**src/rtl/byte_serial_add_seq_if.sv**
```systemverilog
// Bundle of the operand handshake, result handshake and external 8-bit adder
// port signals for the byte-serial add sequencer.
interface byte_serial_add_seq_if #(parameter int NBYTES = 4);
   localparam int W = 8 * NBYTES;

   logic         in_valid;
   logic         in_ready;
   logic [W-1:0] op_a;
   logic [W-1:0] op_b;
   logic         op_cin;

   logic [7:0]   add_a;
   logic [7:0]   add_b;
   logic         add_cin;
   logic [7:0]   add_s;
   logic         add_cout;

   logic         out_valid;
   logic         out_ready;
   logic [W-1:0] result;
   logic         cout;
   logic         ovf;

   modport master (
      output in_valid, op_a, op_b, op_cin, add_s, add_cout, out_ready,
      input  in_ready, add_a, add_b, add_cin, out_valid, result, cout, ovf
   );

   modport slave (
      input  in_valid, op_a, op_b, op_cin, add_s, add_cout, out_ready,
      output in_ready, add_a, add_b, add_cin, out_valid, result, cout, ovf
   );
endinterface

```
**src/rtl/byte_serial_add_seq.sv**
```systemverilog
// Slices wide operands into bytes, LSB first, feeds them through an external
// 8-bit adder one per cycle, chains the carry and holds the assembled sum.
module byte_serial_add_seq #(
   parameter int NBYTES = 4
) (
   input logic                 clk,
   input logic                 rst,
   byte_serial_add_seq_if.slave bus
);
   localparam int W    = 8 * NBYTES;
   localparam int IDXW = (NBYTES > 1) ? $clog2(NBYTES) : 1;
   localparam logic [IDXW-1:0] LAST = IDXW'(NBYTES - 1);

   typedef enum logic [1:0] {IDLE, RUN, DONE} state_t;

   state_t          state;
   state_t          state_next;
   logic [W-1:0]    a_reg;
   logic [W-1:0]    b_reg;
   logic [W-1:0]    result_reg;
   logic            carry_reg;
   logic [IDXW-1:0] idx;

   logic            in_ready;
   logic            out_valid;
   logic [7:0]      add_a;
   logic [7:0]      add_b;
   logic            add_cin;

   always_ff @(posedge clk) begin
      if (rst) state <= IDLE;
      else     state <= state_next;
   end

   always_comb begin
      state_next = state;
      in_ready   = 1'b0;
      out_valid  = 1'b0;
      add_a      = 8'h00;
      add_b      = 8'h00;
      add_cin    = 1'b0;
      case (state)
         IDLE: begin
            in_ready = 1'b1;
            if (bus.in_valid) state_next = RUN;
         end
         RUN: begin
            add_a   = a_reg[8*idx +: 8];
            add_b   = b_reg[8*idx +: 8];
            add_cin = carry_reg;
            if (idx == LAST) state_next = DONE;
         end
         DONE: begin
            out_valid = 1'b1;
            if (bus.out_ready) state_next = IDLE;
         end
         default: state_next = IDLE;
      endcase
   end

   // carry_reg doubles as the chained carry during RUN and the final cout afterwards
   always_ff @(posedge clk) begin
      if (rst) begin
         a_reg      <= '0;
         b_reg      <= '0;
         result_reg <= '0;
         carry_reg  <= 1'b0;
         idx        <= '0;
      end else begin
         case (state)
            IDLE: begin
               if (bus.in_valid) begin
                  a_reg      <= bus.op_a;
                  b_reg      <= bus.op_b;
                  carry_reg  <= bus.op_cin;
                  result_reg <= '0;
                  idx        <= '0;
               end
            end
            RUN: begin
               result_reg[8*idx +: 8] <= bus.add_s;
               carry_reg              <= bus.add_cout;
               idx                    <= (idx == LAST) ? '0 : idx + 1'b1;
            end
            default: ;
         endcase
      end
   end

   assign bus.in_ready  = in_ready;
   assign bus.out_valid = out_valid;
   assign bus.add_a     = add_a;
   assign bus.add_b     = add_b;
   assign bus.add_cin   = add_cin;
   assign bus.result    = result_reg;
   assign bus.cout      = carry_reg;
   assign bus.ovf       = (a_reg[W-1] == b_reg[W-1]) && (result_reg[W-1] != a_reg[W-1]);
endmodule

```
**src/flat_wrapper.sv**
```systemverilog
// flat-port wrapper written by rule: the top's interface ports become plain ports
module byte_serial_add_seq_flat 
#(
   parameter int NBYTES = 4
)
  (clk, rst, bus_in_valid, bus_op_a, bus_op_b, bus_op_cin, bus_add_s, bus_add_cout, bus_out_ready, bus_in_ready, bus_add_a, bus_add_b, bus_add_cin, bus_out_valid, bus_result, bus_cout, bus_ovf);
  byte_serial_add_seq_if #(.NBYTES(NBYTES)) bus_i ();
  input logic clk;
  input logic rst;
  input wire logic [$bits(bus_i.in_valid)-1:0] bus_in_valid;
  input wire logic [$bits(bus_i.op_a)-1:0] bus_op_a;
  input wire logic [$bits(bus_i.op_b)-1:0] bus_op_b;
  input wire logic [$bits(bus_i.op_cin)-1:0] bus_op_cin;
  input wire logic [$bits(bus_i.add_s)-1:0] bus_add_s;
  input wire logic [$bits(bus_i.add_cout)-1:0] bus_add_cout;
  input wire logic [$bits(bus_i.out_ready)-1:0] bus_out_ready;
  output wire logic [$bits(bus_i.in_ready)-1:0] bus_in_ready;
  output wire logic [$bits(bus_i.add_a)-1:0] bus_add_a;
  output wire logic [$bits(bus_i.add_b)-1:0] bus_add_b;
  output wire logic [$bits(bus_i.add_cin)-1:0] bus_add_cin;
  output wire logic [$bits(bus_i.out_valid)-1:0] bus_out_valid;
  output wire logic [$bits(bus_i.result)-1:0] bus_result;
  output wire logic [$bits(bus_i.cout)-1:0] bus_cout;
  output wire logic [$bits(bus_i.ovf)-1:0] bus_ovf;
  assign bus_i.in_valid = bus_in_valid;
  assign bus_i.op_a = bus_op_a;
  assign bus_i.op_b = bus_op_b;
  assign bus_i.op_cin = bus_op_cin;
  assign bus_i.add_s = bus_add_s;
  assign bus_i.add_cout = bus_add_cout;
  assign bus_i.out_ready = bus_out_ready;
  assign bus_in_ready = bus_i.in_ready;
  assign bus_add_a = bus_i.add_a;
  assign bus_add_b = bus_i.add_b;
  assign bus_add_cin = bus_i.add_cin;
  assign bus_out_valid = bus_i.out_valid;
  assign bus_result = bus_i.result;
  assign bus_cout = bus_i.cout;
  assign bus_ovf = bus_i.ovf;
  byte_serial_add_seq #(.NBYTES(NBYTES)) u_core (.clk(clk), .rst(rst), .bus(bus_i));
endmodule
```
**config.mk**
```make
export PLATFORM = sky130hd
export DESIGN_NAME = byte_serial_add_seq_flat
export DESIGN_NICKNAME = d
export VERILOG_FILES = /design/src/rtl/byte_serial_add_seq_if.sv /design/src/rtl/byte_serial_add_seq.sv /design/src/flat_wrapper.sv
export SDC_FILE = /design/constraint.sdc
export NUM_CORES = 1
export LEC_CHECK = 0
export ABC_AREA = 1
export CAP_MARGIN = 10
export CORE_MARGIN = 2
export CORE_UTILIZATION = 48
export DETAILED_ROUTE_END_ITERATION = 10
export HOLD_SLACK_MARGIN = 0.15
export PLACE_DENSITY = 0.8
export SYNTH_ARGS = -nofsm -noshare
export SYNTH_HDL_FRONTEND = slang
export SYNTH_SLANG_ARGS = --single-unit
```
**constraint.sdc**
```tcl
create_clock -name clk -period 2.25 [get_ports clk]
set_input_delay 0.225 -clock clk [delete_from_list [all_inputs] [get_ports clk]]
set_output_delay 0.225 -clock clk [all_outputs]
set_load 0.05 [all_outputs]
```
Word level (Yosys, flattened, before mapping)
Cells that the tools add are included.
{"block": "totals", "ff_bits": 101, "latch_bits": 0, "ramBits": 0, "mem_bits_ro": 0, "inputBits": 78, "out_inout_bits": 53, "wordCells": 43, "n_memories": 0}
{"block": "op_classes", "n_addsub": 2, "mul": 0, "div": 0, "magnitude_cmp": 0, "eq_ne": 8, "shift": 4, "muxes": 17, "bitwise": 0, "reduce_logical": 6}
{"cell": "one-hot mux 32 bit (2 select lines)", "count": 1}
{"cell": "indexed part select 32 x 6 -> 8 bit", "count": 2}
{"cell": "negator 5 -> 34 bit", "count": 1}
{"cell": "variable shift 8 x 34 -> 32 bit, first input constant", "count": 1}
{"cell": "indexed part select 8 x 34 -> 32 bit", "count": 1}
{"cell": "bitwise mux 32 bit", "count": 1}
{"cell": "2-to-1 mux 32 bit", "count": 1}
{"cell": "2-to-1 mux 8 bit", "count": 2}
{"cell": "2-to-1 mux 2 bit", "count": 5}
{"cell": "one-hot mux 2 bit (3 select lines)", "count": 1}
{"cell": "== test 2 bit, second input constant", "count": 2}
{"cell": "2-to-1 mux 1 bit", "count": 4}
{"cell": "!= test 2 bit, second input constant", "count": 2}
{"cell": "one-hot mux 2 bit (2 select lines)", "count": 1}
{"cell": "AND reduction 2 bit", "count": 2}
{"cell": "AND reduction 3 bit", "count": 1}
{"cell": "adder 2 x 1 -> 2 bit, second input constant", "count": 1}
{"cell": "== test 2 x 1 -> 1 bit, second input constant", "count": 1}
{"cell": "logical NOT 2 bit", "count": 1}
{"cell": "!= test 2 x 1 -> 1 bit, second input constant", "count": 1}
{"cell": "one-hot mux 1 bit (2 select lines)", "count": 1}
{"cell": "nonzero test 2 bit", "count": 1}
{"cell": "== test 1 bit", "count": 1}
{"cell": "logical AND 1 bit", "count": 1}
{"cell": "!= test 1 bit", "count": 1}

Logic depth before layout (Yosys ltp)
Gate-level depths: netlist of the first run.
{"block": "logic_depth", "depth_word": 4, "depth_mapped": 9}

Worst setup path before layout of the first run
OpenSTA, ideal clock, no wires.
{"block": "synth_timing", "path_type": "reg2out", "startpoint": "register u_core.idx[0]", "endpoint": "output port bus_add_a[6]", "arrival_ns": 1.752, "required_time_ns": 2.025, "path_slack_ns": 0.273, "stages_incl_launch_ff": 6, "path_buffers": 2, "path_cell_list": "dfxtp_1 > buf_2 > inv_2 > clkbuf_1 > o21ai_0 > a21oi_1"}
{"block": "synth_between", "elab_chain_cells": 2}
{"item": "start, declared", "line_no": "byte_serial_add_seq.sv:22", "text": "logic [IDXW-1:0] idx;"}
{"item": "start signal, assigned", "line_no": "byte_serial_add_seq.sv:83", "text": "idx <= (idx == LAST) ? '0 : idx + 1'b1;"}
{"item": "indexed part select 32 x 6 -> 8 bit", "line_no": "byte_serial_add_seq.sv:48", "text": "add_a = a_reg[8*idx +: 8];"}
{"item": "2-to-1 mux 8 bit", "line_no": "byte_serial_add_seq.sv:42", "text": "case (state)"}
{"item": "end, declared", "line_no": "flat_wrapper.sv:18", "text": "output wire logic [$bits(bus_i.add_a)-1:0] bus_add_a;"}
No other way between the ends.

Worst setup path in the final report of the first run
{"block": "layout_timing", "startpoint": "register u_core.state[1]", "endpoint": "output port bus_out_valid"}
{"block": "layout_between", "elab_chain_cells": 2}
{"item": "start, declared", "line_no": "byte_serial_add_seq.sv:16", "text": "state_t state;"}
{"item": "start signal, assigned", "line_no": "byte_serial_add_seq.sv:32", "text": "else state <= state_next;"}
{"item": "== test 2 bit", "line_no": "byte_serial_add_seq.sv:42"}
{"item": "2-to-1 mux 1 bit", "line_no": "byte_serial_add_seq.sv:42"}
{"item": "end, declared", "line_no": "flat_wrapper.sv:21", "text": "output wire logic [$bits(bus_i.out_valid)-1:0] bus_out_valid;"}
No other way between the ends.

==> flow_metrics.py, run 1 <==
metrics = {
    "critical_path": {
        "cp-end-kind": "output pin",
        "rr_worst_depth": 6,
        "path_cells": "inv_2 -> nor2_1 -> clkdlybuf4s50_1",
        "r2r-start": "u_core.idx[0]$_SDFFE_PP0P_",
        "path_delay_family": "buffers and inverters",
        "cp_max_fo": 8,
        "crit_type": "reg -> out",
        "cp.buffers_inverters": 2,
        "reg2reg_setup_slack_ns": 0.32,
        "reg2reg_to": "u_core.bus.result[8]$_SDFFE_PP0P_",
        "cp.depth": 3,
        "cp.required_ns": 2.03,
        "cp-start-kind": "flip-flop",
        "arrival_ns": 1.90,
        "slowest_delay_ns": 0.84,
        "slowest_stage": "clkdlybuf4s50_1",
    },
    "clock_tree": {
        "clock_sinks": 101,
        "cts.clk_slew.worst_paths_ns": 0.09,
        "tritoncts": "yes",
        "cts-root-buf": "clkbuf_8",
        "htreeDepth": 3,
        "cts-hold-fix-buffers": 0,
        "clk_latency_ns": 0.36,
        "cts_buffers": 9,
        "clockBufferDepth": 2,
    },
    "layout": {
        "fin_util_pct": 68.04,
        "nets": 857,
        "drive_gt1_share_pct": 7.069,
        "area_growth_pct": 37.37,
    },
    "die": {
        "dieArea_um2": 10330,
        "core_area_um2": 9240,
        "die_w_um": 101.7,
        "die_h_um": 101.7,
        "start_util_pct": 49.53,
        "ioPinCount": 131,
        "rows": 35,
    },
    "sta": {
        "rsz0062_at_grt": "no",
        "tns_ns": 0,
        "slew_headroom_pct": 46.11,
        "max_freq_mhz": 469.6,
        "finClkSkew_ns": 0.008400,
        "final_hold_viol_count": 0,
        "period_share_pct": 94.64,
        "drv_slew": 0,
        "period_minus_slack_ns": 2.129,
        "worst_slew_pin_slew_ns": 0.8054,
        "setup_viol": 0,
    },
    "global_routing": {
        "antenna_found_initial": 1,
        "first_global_vias": 4391,
        "grt_use_total_pct": 25.19,
        "grt_max_degree": 67,
        "overflow": 0,
        "grt_pass1_wl_mm": 20.78,
    },
    "logic_synthesis": {
        "syn_avg_cell_area_um2": 6.893,
        "syn-num-nets": 748,
        "yosysMostFrequentCell": "nor2_1",
        "synth_top_area_share_pct": 44.18,
        "synthCells": 664,
        "yosys-top-cells-count": "nor2_1 (185), dfxtp_1 (101), nand2_1 (88)",
        "synth.distinct_cells": 24,
        "synth_seq_cells": 101,
        "synth.area.top_cells": "dfxtp_1 (44%), nor2_1 (15%), a21oi_1 (7.5%)",
        "synth_top_flop_cell": "dfxtp_1",
        "ys_warn_count": 0,
        "ys_seq_area_share_pct": 44.18,
        "ys_async_sr_fraction_pct": 0,
        "syn-cell-area_um2": 4577,
        "synth_top_cell_by_area": "dfxtp_1",
        "synth-edff-count": 0,
    },
    "detailed_routing": {
        "postRouteAntennaNets": 0,
        "wl_per_cell_um": 13.87,
        "finalWirelength_mm": 12.60,
        "dr.pass1.iters": 8,
        "drt-initial-drc-count": 268,
        "vias": 4624,
        "vias_per_cell": 5.093,
        "drc": 0,
    },
    "placed_design": {
        "dpl.hpwl_mm": 9.234,
        "gp_congestion": 0.9352,
        "port_buffers": 130,
    },
    "min_path": {
        "whs_endpoint": "u_core.a_reg[15]$_SDFFE_PP0P_",
        "worstHoldStart": "u_core.a_reg[15]$_SDFFE_PP0P_",
        "hp-class": "reg -> reg",
        "worstHoldPathCells": 2,
    },
    "pwr": {
        "ir_drop_mv": 0.3513,
        "leakage_nw": 2.444,
        "powerDensity_nw_per_um2": 635.8,
    },
    "status": {
        "status": "complete, no violations",
    },
    "flow_run": {
        "max-cap-violations": 0,
    },
}
final cells by class:
cell class                      instances  area (um^2)
Clock inverter                          5        60.06
Tap cell                              129        161.4
Fill cell                             798         2953
Multi-Input combinational cell        481         2168
Timing Repair Buffer                  141         1579
Clock buffer                           11        141.4
Antenna cell                            1        2.502
Inverter                               39        148.9
Sequential cell                       101         2026
worst max path at each step:
stage | endpoint | slack, ns | start
floorplan | bus_add_a[6] | 0.27 | u_core.idx[0]$_SDFFE_PP0P_
global placement | u_core.bus.result[12]$_SDFFE_PP0P_ | 0.35 | u_core.idx[0]$_SDFFE_PP0P_
detailed placement | u_core.bus.result[8]$_SDFFE_PP0P_ | 0.25 | u_core.idx[0]$_SDFFE_PP0P_
CTS | bus_add_a[4] | 0.11 | u_core.idx[0]$_SDFFE_PP0P_
global route | bus_out_valid | 0.07 | u_core.state[1]$_SDFFE_PP0P_
finish | bus_out_valid | 0.12 | u_core.state[1]$_SDFFE_PP0P_
per-layer routing:
layer	up-vias	global-route usage [%]	routed length, um	part of all wire, %
li1	2352	-	-	-
met1	2081	34.73	5649	45
met2	175	40.33	5924	47
met3	16	3.658	852	6.8
met4	0	8.836	170	1.3
met5	-	0	0	0
placed cells by master (no fill, tap or decap):
cell / instances
clkinvlp_4: 1
ha_1: 6
nand2_1: 88
o21ai_1: 11
nand3b_1: 2
clkbuf_8: 10
nor2_1: 185
inv_4: 1
nand2_4: 1
clkinv_4: 2
clkinv_1: 1
clkinv_2: 1
nand3_1: 41
o21ai_0: 68
inv_2: 2
buf_4: 9
clkdlybuf4s50_1: 113
nor2_4: 4
dfxtp_1: 100
buf_12: 19
nand3_2: 3
diode_2: 1
bufinv_16: 1
o211ai_1: 2
nand4_1: 1
inv_1: 35
clkbuf_1: 1
a21oi_1: 69
dfxtp_4: 1
where the power goes:
part / internal (W) / leakage [nW] / switching, W
Combinational: 0.000372 / 1.51 / 0.000515
Sequential: 0.00190 / 0.831 / 0.0000640
Clock: 0.000547 / 0.0995 / 0.000598
tightest hold or removal path, delay by kind of cell, from the launching register on:
kind	cells	cell delay, ns
compound gates	1	0.05
buf+inv	1	0.06
flops	1	0.31
metrics by stage:
stage / setup WS, ns / std cells / power, W / hold slack (ns) / area, um^2
after floorplan: 0.2732 / 664 / 0.002533 / 0.3705 / 4577
after global placement: 0.3506 / 891 / 0.002865 / 0.4420 / 6081
after detailed placement: 0.2529 / 891 / 0.002888 / 0.4462 / 6081
after CTS: 0.1058 / 907 / 0.004017 / 0.4588 / 6282
after global routing: 0.06513 / 907 / 0.004193 / 0.4761 / 6285
final: 0.1207 / 908 / 0.003997 / 0.4580 / 6287
cells by family (layout without fill, tap and decap cells):
family	after synthesis	after routing	synth area share (%)
AO/OA/AOI/OAI	150	150	16.51
other	0	1	0
buffers and inverters	82	196	8.447
adder cells (fa/ha/maj)	6	6	1.640
flip-flops	101	101	44.18
AND/OR/NAND/NOR	325	325	29.22
repair_timing:
item | in CTS | in global routing
buffers inserted | 0 | 0
gates resized for setup | 0 | 1
endpoints found under the setup margin | 0 | 2
Note: power is estimated with default switching activity, not from simulation.
==> run 2, diff against run 1 <==
ABC_AREA = default   (was 1)
CORE_UTILIZATION = 47   (was 48)
PLACE_DENSITY = 0.79   (was 0.8)
SETUP_SLACK_MARGIN = 0.4   (was default)
==> flow_metrics.py, run 2 <==
metrics = {
    "sta": {
        "max_freq_mhz": 495.6,
        "final_hold_viol_count": 0,
        "finClkSkew_ns": 0.009959,
        "tns_ns": 0,
        "rsz0062_at_grt": "yes",
        "fin_ws_ns": 0.2322,
        "setup_viol": 0,
        "worst_slew_pin_slew_ns": 0.6300,
        "fin_hold_ws_ns": 0.3718,
        "period_minus_slack_ns": 2.018,
        "period_share_pct": 89.68,
        "drv_slew": 0,
        "slew_headroom_pct": 58.00,
    },
    "critical_path": {
        "cp.required_ns": 2.03,
        "slowest_stage": "mux4_2",
        "path_cells": "buf_12 -> buf_16 -> mux4_2 -> and2_4 -> buf_12",
        "crit_type": "reg -> out",
        "slowest_delay_ns": 0.50,
        "cp_max_fo": 8,
        "r2r-start": "u_core.idx[0]$_SDFFE_PP0P_",
        "crit_top_cell": "buf_12",
        "reg2reg_to": "u_core.bus.result[12]$_SDFFE_PP0P_",
        "reg2reg_setup_slack_ns": 0.52,
        "cp-end-kind": "output pin",
        "arrival_ns": 1.79,
        "rr_worst_depth": 6,
        "cp-start-kind": "flip-flop",
    },
    "layout": {
        "layout.cells.non_filler": 689,
        "drive_gt1_share_pct": 17.21,
        "insertedDiodeCount": 0,
        "layout_common_cells": "nand2_1 (139), clkdlybuf4s50_1 (108), dfxtp_1 (98)",
        "area_growth_pct": 43.80,
        "layout_commonest_cell": "nand2_1",
        "nets": 660,
    },
    "global_routing": {
        "overflow": 0,
        "antenna_found_initial": 0,
        "grt_max_degree": 66,
        "grt_pass1_wl_mm": 18.46,
        "first_global_vias": 3811,
        "grt_use_total_pct": 23.23,
    },
    "logic_synthesis": {
        "ys_warn_count": 0,
        "syn-num-nets": 535,
        "yosysMostFrequentCell": "nand2_1",
        "yosys-top-cells-count": "nand2_1 (139), dfxtp_1 (101), a21oi_1 (66)",
        "synth.area.top_cells": "dfxtp_1 (48%), nand2_1 (12%), mux4_2 (8.5%)",
        "syn_avg_cell_area_um2": 9.399,
        "synth_top_cell_by_area": "dfxtp_1",
        "synth_seq_cells": 101,
        "synth.distinct_cells": 37,
        "syn-cell-area_um2": 4239,
        "synthCells": 451,
        "synth-edff-count": 0,
        "synth_top_area_share_pct": 47.70,
        "synth_top_flop_cell": "dfxtp_1",
        "ys_async_sr_fraction_pct": 0,
        "ys_seq_area_share_pct": 47.70,
    },
    "placed_design": {
        "place_ws_ns": 0.3611,
        "port_buffers": 130,
        "dp.cells": 665,
        "dpl.hpwl_mm": 7.781,
        "gp_congestion": 0.8088,
    },
    "clock_tree": {
        "cts.clk_slew.worst_paths_ns": 0.09,
        "tritoncts": "yes",
        "clockBufferDepth": 2,
        "htreeDepth": 3,
        "clock_sinks": 101,
        "cts_buffers": 9,
        "cts-root-buf": "clkbuf_8",
        "clk_latency_ns": 0.36,
    },
    "die": {
        "rows": 34,
        "die_h_um": 98.97,
        "die_w_um": 98.97,
        "ioPinCount": 131,
        "dieArea_um2": 9795,
        "start_util_pct": 48.61,
        "core_area_um2": 8721,
    },
    "flow_run": {
        "max-cap-violations": 0,
    },
    "detailed_routing": {
        "finalWirelength_mm": 11.30,
        "vias": 3694,
        "vias_per_cell": 5.361,
        "dr.pass1.iters": 6,
        "wl_per_cell_um": 16.40,
        "postRouteAntennaNets": 0,
        "drt-initial-drc-count": 161,
        "drc": 0,
    },
    "min_path": {
        "worstHoldPathCells": 2,
        "whs_endpoint": "u_core.a_reg[23]$_SDFFE_PP0P_",
        "hp-class": "in -> reg",
        "worstHoldStart": "rst",
    },
    "pwr": {
        "ir_drop_mv": 0.3934,
        "powerDensity_nw_per_um2": 622.5,
        "leakage_nw": 2.249,
    },
    "status": {
        "status": "complete, no violations",
    },
}
==> run 2: how the worst max path moves through the flow <==
stage                                           from                            endpoint  slack [ns]
after floorplan           u_core.idx[1]$_SDFFE_PP0P_  u_core.bus.result[10]$_SDFFE_PP0P_        0.45
after global placement                  bus_in_valid       u_core.a_reg[18]$_SDFFE_PP0P_        0.42
after detailed placement                bus_in_valid        u_core.a_reg[8]$_SDFFE_PP0P_        0.36
after CTS                 u_core.idx[0]$_SDFFE_PP0P_                        bus_add_b[1]        0.18
after global routing      u_core.idx[0]$_SDFFE_PP0P_                        bus_add_b[3]        0.17
final                     u_core.idx[0]$_SDFFE_PP0P_                        bus_add_b[3]        0.23
==> run 2: stage by stage <==
step / total power, W / area [um^2] / util [%]
after global placement: 0.002582 / 5720 / 65.60
after floorplan: 0.002334 / 4263 / -
after global routing: 0.003948 / 6096 / 69.90
after detailed placement: 0.002603 / 5720 / 65.60
final: 0.003795 / 6096 / 69.90
after CTS: 0.003815 / 6080 / 69.71
==> run 2: report_power, final <==
part / total, W / leakage (nW) / switching [W] / internal, W
clock network: 0.00119 / 0.0992 / 0.000606 / 0.000580
logic: 0.000691 / 1.32 / 0.000342 / 0.000349
registers: 0.00192 / 0.826 / 0.0000486 / 0.00187
==> run 2: critical path: cells and delay by family (launching register included) <==
kind                   cells  cell delay, ns
DFF                        1            0.39
buffers and inverters      3            0.38
and+or+nand+nor            1            0.18
muxes                      1            0.50
==> run 2: per-layer routing <==
metal	track usage, %	part of all wire [%]	up-vias
met5	0	0	-
li1	-	-	1794
met1	29.30	42	1764
met3	6.099	7.4	11
met2	39.50	49	125
met4	6.322	1.0	0
==> run 2: layout make-up <==
class / count / area, um^2
Multi-Input combinational cell: 310 / 2033
Sequential cell: 101 / 2028
Fill cell: 665 / 2625
Clock buffer: 12 / 155.1
Inverter: 7 / 26.28
Timing Repair Buffer: 147 / 1664
Tap cell: 108 / 135.1
Clock inverter: 4 / 53.80
==> run 2: logic make-up after synthesis <==
group / share of synthesized area [%]
AO/OA/AOI/OAI: 16.71
flip-flops: 47.70
AND/OR/NAND/NOR: 18.06
buffers and inverters: 5.785
multiplexers: 9.976
adder cells (fa/ha/maj): 1.771
==> run 2: what timing repair did <==
item,CTS,global route
buffers inserted,5,1
endpoints found under the setup margin,36,33
pin swaps,0,1
gates resized for setup,28,7
hold buffers,0,0
gates cloned,2,0
